===== src/rtl/dac_bus_pkg.sv =====
// Shared types and defaults for the DAC bus receiver.
`timescale 1ns/1ps
package dac_bus_pkg;
  localparam int DEF_WIDTH      = 16;
  localparam int DEF_LOCK_COUNT = 8;
  localparam int ERR_CNT_W      = 16;

  typedef enum logic [1:0] {
    ST_SEARCH = 2'd0,
    ST_ALIGN  = 2'd1,
    ST_LOCKED = 2'd2
  } lock_state_t;
endpackage


===== src/rtl/dac_bus_rx_lock_fsm.sv =====
// DCI toggle detector, toggle counter and SEARCH/ALIGN/LOCKED state machine.
`timescale 1ns/1ps
module dac_bus_rx_lock_fsm
  import dac_bus_pkg::*;
#(
  parameter int LOCK_COUNT = DEF_LOCK_COUNT
) (
  input  logic        i_clk,
  input  logic        i_rst_n,
  input  logic        i_dci,
  output lock_state_t o_state,
  output logic        o_toggle,
  output logic        o_miss
);
  localparam logic [7:0] LC_LAST = 8'(LOCK_COUNT - 1);

  lock_state_t r_state;
  logic [7:0]  r_cnt;
  logic        r_dci_prev;
  logic        w_toggle;

  assign w_toggle = i_dci ^ r_dci_prev;
  assign o_toggle = w_toggle;
  assign o_miss   = ~w_toggle;
  assign o_state  = r_state;

  always_ff @(posedge i_clk or negedge i_rst_n) begin
    if (!i_rst_n) begin
      r_state    <= ST_SEARCH;
      r_cnt      <= '0;
      r_dci_prev <= 1'b0;
    end else begin
      r_dci_prev <= i_dci;
      case (r_state)
        ST_SEARCH: begin
          if (w_toggle) begin
            r_state <= ST_ALIGN;
            r_cnt   <= 8'd1;
          end
        end
        ST_ALIGN: begin
          if (!w_toggle) begin
            r_state <= ST_SEARCH;
            r_cnt   <= '0;
          end else if (r_cnt == LC_LAST) begin
            r_state <= ST_LOCKED;
            r_cnt   <= '0;
          end else begin
            r_cnt <= r_cnt + 8'd1;
          end
        end
        ST_LOCKED: begin
          // Any missed toggle means the word pairing can no longer be trusted.
          if (!w_toggle) begin
            r_state <= ST_SEARCH;
            r_cnt   <= '0;
          end
        end
        default: begin
          r_state <= ST_SEARCH;
          r_cnt   <= '0;
        end
      endcase
    end
  end
endmodule


===== src/rtl/dac_bus_rx.sv =====
// Demultiplexes a DCI-tagged DAC bus into channel 0/1 word pairs once DCI is locked.
// Define DAC_BUS_RX_ERRCNT_EN to build the lock-loss counter; otherwise err_cnt_out is 0.
`timescale 1ns/1ps
module dac_bus_rx
  import dac_bus_pkg::*;
#(
  parameter int WIDTH      = DEF_WIDTH,
  parameter int LOCK_COUNT = DEF_LOCK_COUNT
) (
  input  logic                 clk_in,
  input  logic                 rst_in,
  input  logic [WIDTH-1:0]     D_in,
  input  logic                 DCI_in,
  input  logic                 clr_err_in,
  output logic [WIDTH-1:0]     DAC0_out,
  output logic [WIDTH-1:0]     DAC1_out,
  output logic                 valid_out,
  output logic                 locked_out,
  output logic [ERR_CNT_W-1:0] err_cnt_out
);
  logic [WIDTH-1:0] r_d;
  logic             r_dci;
  logic [WIDTH-1:0] r_hold;
  logic             r_have0;
  logic [WIDTH-1:0] r_dac0;
  logic [WIDTH-1:0] r_dac1;
  logic             r_valid;
  lock_state_t      w_state;
  logic             w_toggle;
  logic             w_miss;
  logic             w_locked;

  always_ff @(posedge clk_in or negedge rst_in) begin
    if (!rst_in) begin
      r_d   <= '0;
      r_dci <= 1'b0;
    end else begin
      r_d   <= D_in;
      r_dci <= DCI_in;
    end
  end

  dac_bus_rx_lock_fsm #(.LOCK_COUNT(LOCK_COUNT)) u_lock_fsm (
    .i_clk    (clk_in),
    .i_rst_n  (rst_in),
    .i_dci    (r_dci),
    .o_state  (w_state),
    .o_toggle (w_toggle),
    .o_miss   (w_miss)
  );

  assign w_locked = (w_state == ST_LOCKED);

  // r_have0 marks a captured channel-0 word awaiting its channel-1 partner.
  always_ff @(posedge clk_in or negedge rst_in) begin
    if (!rst_in) begin
      r_hold  <= '0;
      r_have0 <= 1'b0;
      r_dac0  <= '0;
      r_dac1  <= '0;
      r_valid <= 1'b0;
    end else begin
      r_valid <= 1'b0;
      if (w_locked && w_toggle) begin
        if (r_dci) begin
          r_hold  <= r_d;
          r_have0 <= 1'b1;
        end else if (r_have0) begin
          r_dac0  <= r_hold;
          r_dac1  <= r_d;
          r_valid <= 1'b1;
          r_have0 <= 1'b0;
        end
      end else begin
        r_have0 <= 1'b0;
      end
    end
  end

  assign DAC0_out   = r_dac0;
  assign DAC1_out   = r_dac1;
  assign valid_out  = r_valid;
  assign locked_out = w_locked;

`ifdef DAC_BUS_RX_ERRCNT_EN
  logic [ERR_CNT_W-1:0] r_err_cnt;

  always_ff @(posedge clk_in or negedge rst_in) begin
    if (!rst_in) begin
      r_err_cnt <= '0;
    end else if (clr_err_in) begin
      r_err_cnt <= '0;
    end else if (w_locked && w_miss && (r_err_cnt != '1)) begin
      r_err_cnt <= r_err_cnt + 1'b1;
    end
  end

  assign err_cnt_out = r_err_cnt;
`else
  logic w_unused;
  assign w_unused    = &{1'b0, clr_err_in, w_miss};
  assign err_cnt_out = '0;
`endif
endmodule


===== config.mk =====
export PLATFORM = sky130hd
export DESIGN_NAME = dac_bus_rx
export DESIGN_NICKNAME = d
export VERILOG_FILES = /design/src/rtl/dac_bus_pkg.sv /design/src/rtl/dac_bus_rx_lock_fsm.sv /design/src/rtl/dac_bus_rx.sv
export SDC_FILE = /design/constraint.sdc
export NUM_CORES = 1
export LEC_CHECK = 0
export CORE_ASPECT_RATIO = 0.6
export CORE_MARGIN = 4
export CORE_UTILIZATION = 30
export CTS_CLUSTER_SIZE = 30
export DETAILED_ROUTE_END_ITERATION = 8
export GPL_TIMING_DRIVEN = 0
export HOLD_SLACK_MARGIN = 0.02
export PLACE_DENSITY = 0.59
export SLEW_MARGIN = 20
export SYNTH_ARGS = -nofsm -noshare
export SYNTH_HDL_FRONTEND = slang
export SYNTH_SLANG_ARGS = --single-unit
export TNS_END_PERCENT = 100

===== constraint.sdc =====
create_clock -name clk_in -period 2.85 [get_ports clk_in]
set_input_delay 0.7125 -clock clk_in [delete_from_list [all_inputs] [get_ports clk_in]]
set_output_delay 0.7125 -clock clk_in [all_outputs]
set_load 0.03 [all_outputs]

==> results of run 1 <==
## power by group through the flow
stage | registers [mW] | clock network (mW) | logic, mW
finish | 1.24 | 1.28 | 0.293
floorplan | 1.25 | 0 | 0.209
CTS | 1.24 | 1.32 | 0.296
global route | 1.26 | 1.37 | 0.330
global placement | 1.26 | 0 | 0.283
detailed placement | 1.26 | 0 | 0.295
## flip-flops by register name, indices dropped and copies added, names as in the netlist
register and flops:
DAC1_out 16, u_lock_fsm.r_dci_prev 1, r_dci 1, r_have0 1
r_hold 16, u_lock_fsm.r_cnt 8, r_d 16, valid_out 1
DAC0_out 16, u_lock_fsm.o_state 2
## area by class of cell
type	count	area [µm²]	share of cell area, %
clock inverter	7	112.6	2.729
multi-input combinational	117	972.2	23.56
clock buffer	9	225.2	5.458
tap	135	168.9	4.093
inverter	4	15.01	0.3639
timing repair buffer	53	538.0	13.04
sequential	78	1952	47.30
buffer	20	142.6	3.457
## per-stage QoR
step	area [µm²]	hold slack, ns	setup TNS, ns	util, %
detailed placement	3789	0.4887	0	38.49
floorplan	3082	0.4169	0	-
CTS	4126	0.3758	0	41.92
global placement	3771	0.4810	-127.75	38.31
finish	4126	0.3643	0	41.92
global route	4126	0.4015	0	41.92
## layer usage
metal  GRT usage [%]  up-vias  share of wire [%]  wire (µm)
met4           3.804        0                1.3         74
met1           15.23      866                 50       2953
li1                -      851                  -          -
met2           15.31       59                 41       2430
met5               0        -                  0          0
met3           4.631        6                7.6        449
## cell families after synthesis
| family | Yosys count |
|---|---|
| XOR/XNOR | 2 |
| flip-flops | 78 |
| buffers and inverters | 24 |
| other | 1 |
| multiplexers | 50 |
| AND/OR/NAND/NOR | 29 |
| adder cells (fa/ha/maj) | 1 |
| AO/OA/AOI/OAI | 19 |
## cells in the final DEF (no fill, tap or decap), types with 4 or more instances in the layout
cell type / Yosys / final
mux2_2: 49 / 49
clkbuf_16: 0 / 9
nand3_1: 5 / 5
buf_4: 17 / 18
nand2_1: 6 / 6
dfrtp_1: 78 / 78
conb_1: 1 / 16
a21oi_1: 6 / 6
nor2_1: 4 / 4
inv_1: 4 / 4
nor3_1: 4 / 4
clkdlybuf4s50_1: 0 / 51
## worst max-delay path by stage
stage              endpoint  cells past startpoint  slack [ns]
2_1_floorplan   DAC0_out[0]                      5        1.13
3_3_place_gp   DAC0_out[15]                      1       -1.64
3_5_place_dp     locked_out                      3        0.65
4_1_cts          locked_out                      3        0.29
5_1_grt          locked_out                      3        0.24
6_report         locked_out                      3        0.33
==> metrics.yaml, run 1 <==
min_period_ns: 2.523
viasPerCell: 4.213
p_int_mw: 2.169
p_sw_share_pct: 23.09
critPathCaptureType: "output pin"
reg2regPathDepth: 4
p_seq_share_pct: 44.1
rsz0062_at_grt: "false"
synth_warnings: 0
synth_top_flop_cell: "dfrtp_1"
relSlewSlack_pct: 54.87
worst_pin_slew_ns: 0.6740
cpPeakStageDelay_ns: 0.69
io_buffers: 52
r2r_end: "r_hold[12]"
fin_crit_sh_pct: 88.53
cap_violations: 0
n_fill_cell: 901
wirelength_um: 5907
yosysUniqueCellTypes: 33
hold_buffers: 0
muxShareOfSynthArea_pct: 18.57
yosys.area_share.adder_pct: 0.4136
leakage_nw: 1.980
setup_violations: 0
crit_family: "buffers and inverters"
synth.avg_cell_area_um2: 14.83
hpwl_um: 4143
cts_sinks: 78
post-place-ws_ns: 0.6543
finalNonFillerCells: 423
finClkSkew_ns: 0.006637
drt_iter0_drc: 76
clkPwrFrac_pct: 45.5
critPathSlowestCell: "clkdlybuf4s50_1"
worstSetupStartpointType: "flip-flop"
synth_xor_xnor_area_share_pct: 0.8271
antenna_found_initial: 0
cts_resized: 0
hold_viol: 0
clock_path_buffers: 2
design.die.area_mm2: 0.01181
fin_nets: 304
post_cts_buffers: 0
grt_max_degree: 42
cts_tree: "done"
yosys-top-cells-count: "dfrtp_1, mux2_2, buf_4, a21oi_1, nand2_1"
synthesis.area_mm2: 0.003025
crit_chain: "nand2b_1 -> inv_1 -> clkdlybuf4s50_1"
std_cell_rows: 28
cts_made_buffers: 9
crit_buf_inv: 2
status: "complete, no violations"
synth_compound_area_share_pct: 5.087
initial_utilization_pct: 30.73
synth_top_family_by_area: "multiplexers"
cts-root-buf: "clkbuf_16"
clk_latency_ns: 0.33
htreeDepth: 3
cp.arrival_ns: 1.81
grt_pass1_vias: 1883
synthArstFlopShare_pct: 100.0
dr.pass1.iters: 4
synthSimpleGateAreaFrac_pct: 5.252
yosysMostFrequentCell: "dfrtp_1"
num_vias: 1782
grt_pass1_wl_um: 9694
pwr-share-comb_pct: 10.4
fin_ws_ns: 0.3269
totalPowerFinal_mw: 2.820
yosysSeqAreaShare_pct: 64.52
worstPathMaxFanout: 5
path_class: "reg -> out"
p_per_area_mw_per_mm2: 683.5
ant_nets: 0
die_y_um: 85.79
synth_enable_flop_cells: 0
grt_overflow: 0
ff2ff_setup_slack_ns: 0.80
drc: 0
clk_pin_slew_ns: 0.06
ir_drop_v: 0.0003511
syn_to_final_growth_pct: 36.39
synth_top_cell_area_share_pct: 64.52
gp_congestion: 0.7892
synth-seq-cells: 78
drv_slew: 0
core-area_mm2: 0.009844
syn-instance-count: 204
hold_path_class: "in -> async"
drive_above_1_share_pct: 31.94
wl_per_cell_um: 13.96
n_antenna_cell: 0
grt_use_total_pct: 10.96
startpoint: "u_lock_fsm.o_state[0]"
dp.cells: 407
required_ns: 2.14
fmax_mhz: 396.3
synth_top_cell_by_area: "dfrtp_1"
p_switching_uw: 651.2
dieWidth_um: 137.6
io_pins: 70
r2r_start: "u_lock_fsm.o_state[0]"
synth_area_leaders: "dfrtp_1, mux2_2, buf_4, a21oi_1, o311ai_4"
(Power assumes the default switching activity.)
==> run 2, diff against run 1 <==
Clock period 2.85 ns to 2.9 ns, I/O delays scaled along.
==> results of run 2 <==
The final DEF is identical to that of run 1. Status: complete, no violations.
Main changes from that run: setup slack after placement 0.6543 ns -> 0.6918 ns; setup slack after layout 0.3269 ns -> 0.3644 ns; hold slack 0.3643 ns -> 0.3768 ns; register-to-register setup slack 0.80 ns -> 0.85 ns; total power 2.820 mW -> 2.772 mW; worst IR drop on VDD 0.0003511 V -> 0.0003451 V
==> run 3, diff against run 2 <==
Settings changed: GPL_ROUTABILITY_DRIVEN set to 1.
==> results of run 3 <==
The final DEF is identical to that of run 1. Status: complete, no violations.
Main changes from that run: setup slack after placement 0.6543 ns -> 0.6918 ns; setup slack after layout 0.3269 ns -> 0.3644 ns; hold slack 0.3643 ns -> 0.3768 ns; register-to-register setup slack 0.80 ns -> 0.85 ns; total power 2.820 mW -> 2.772 mW; worst IR drop on VDD 0.0003511 V -> 0.0003451 V
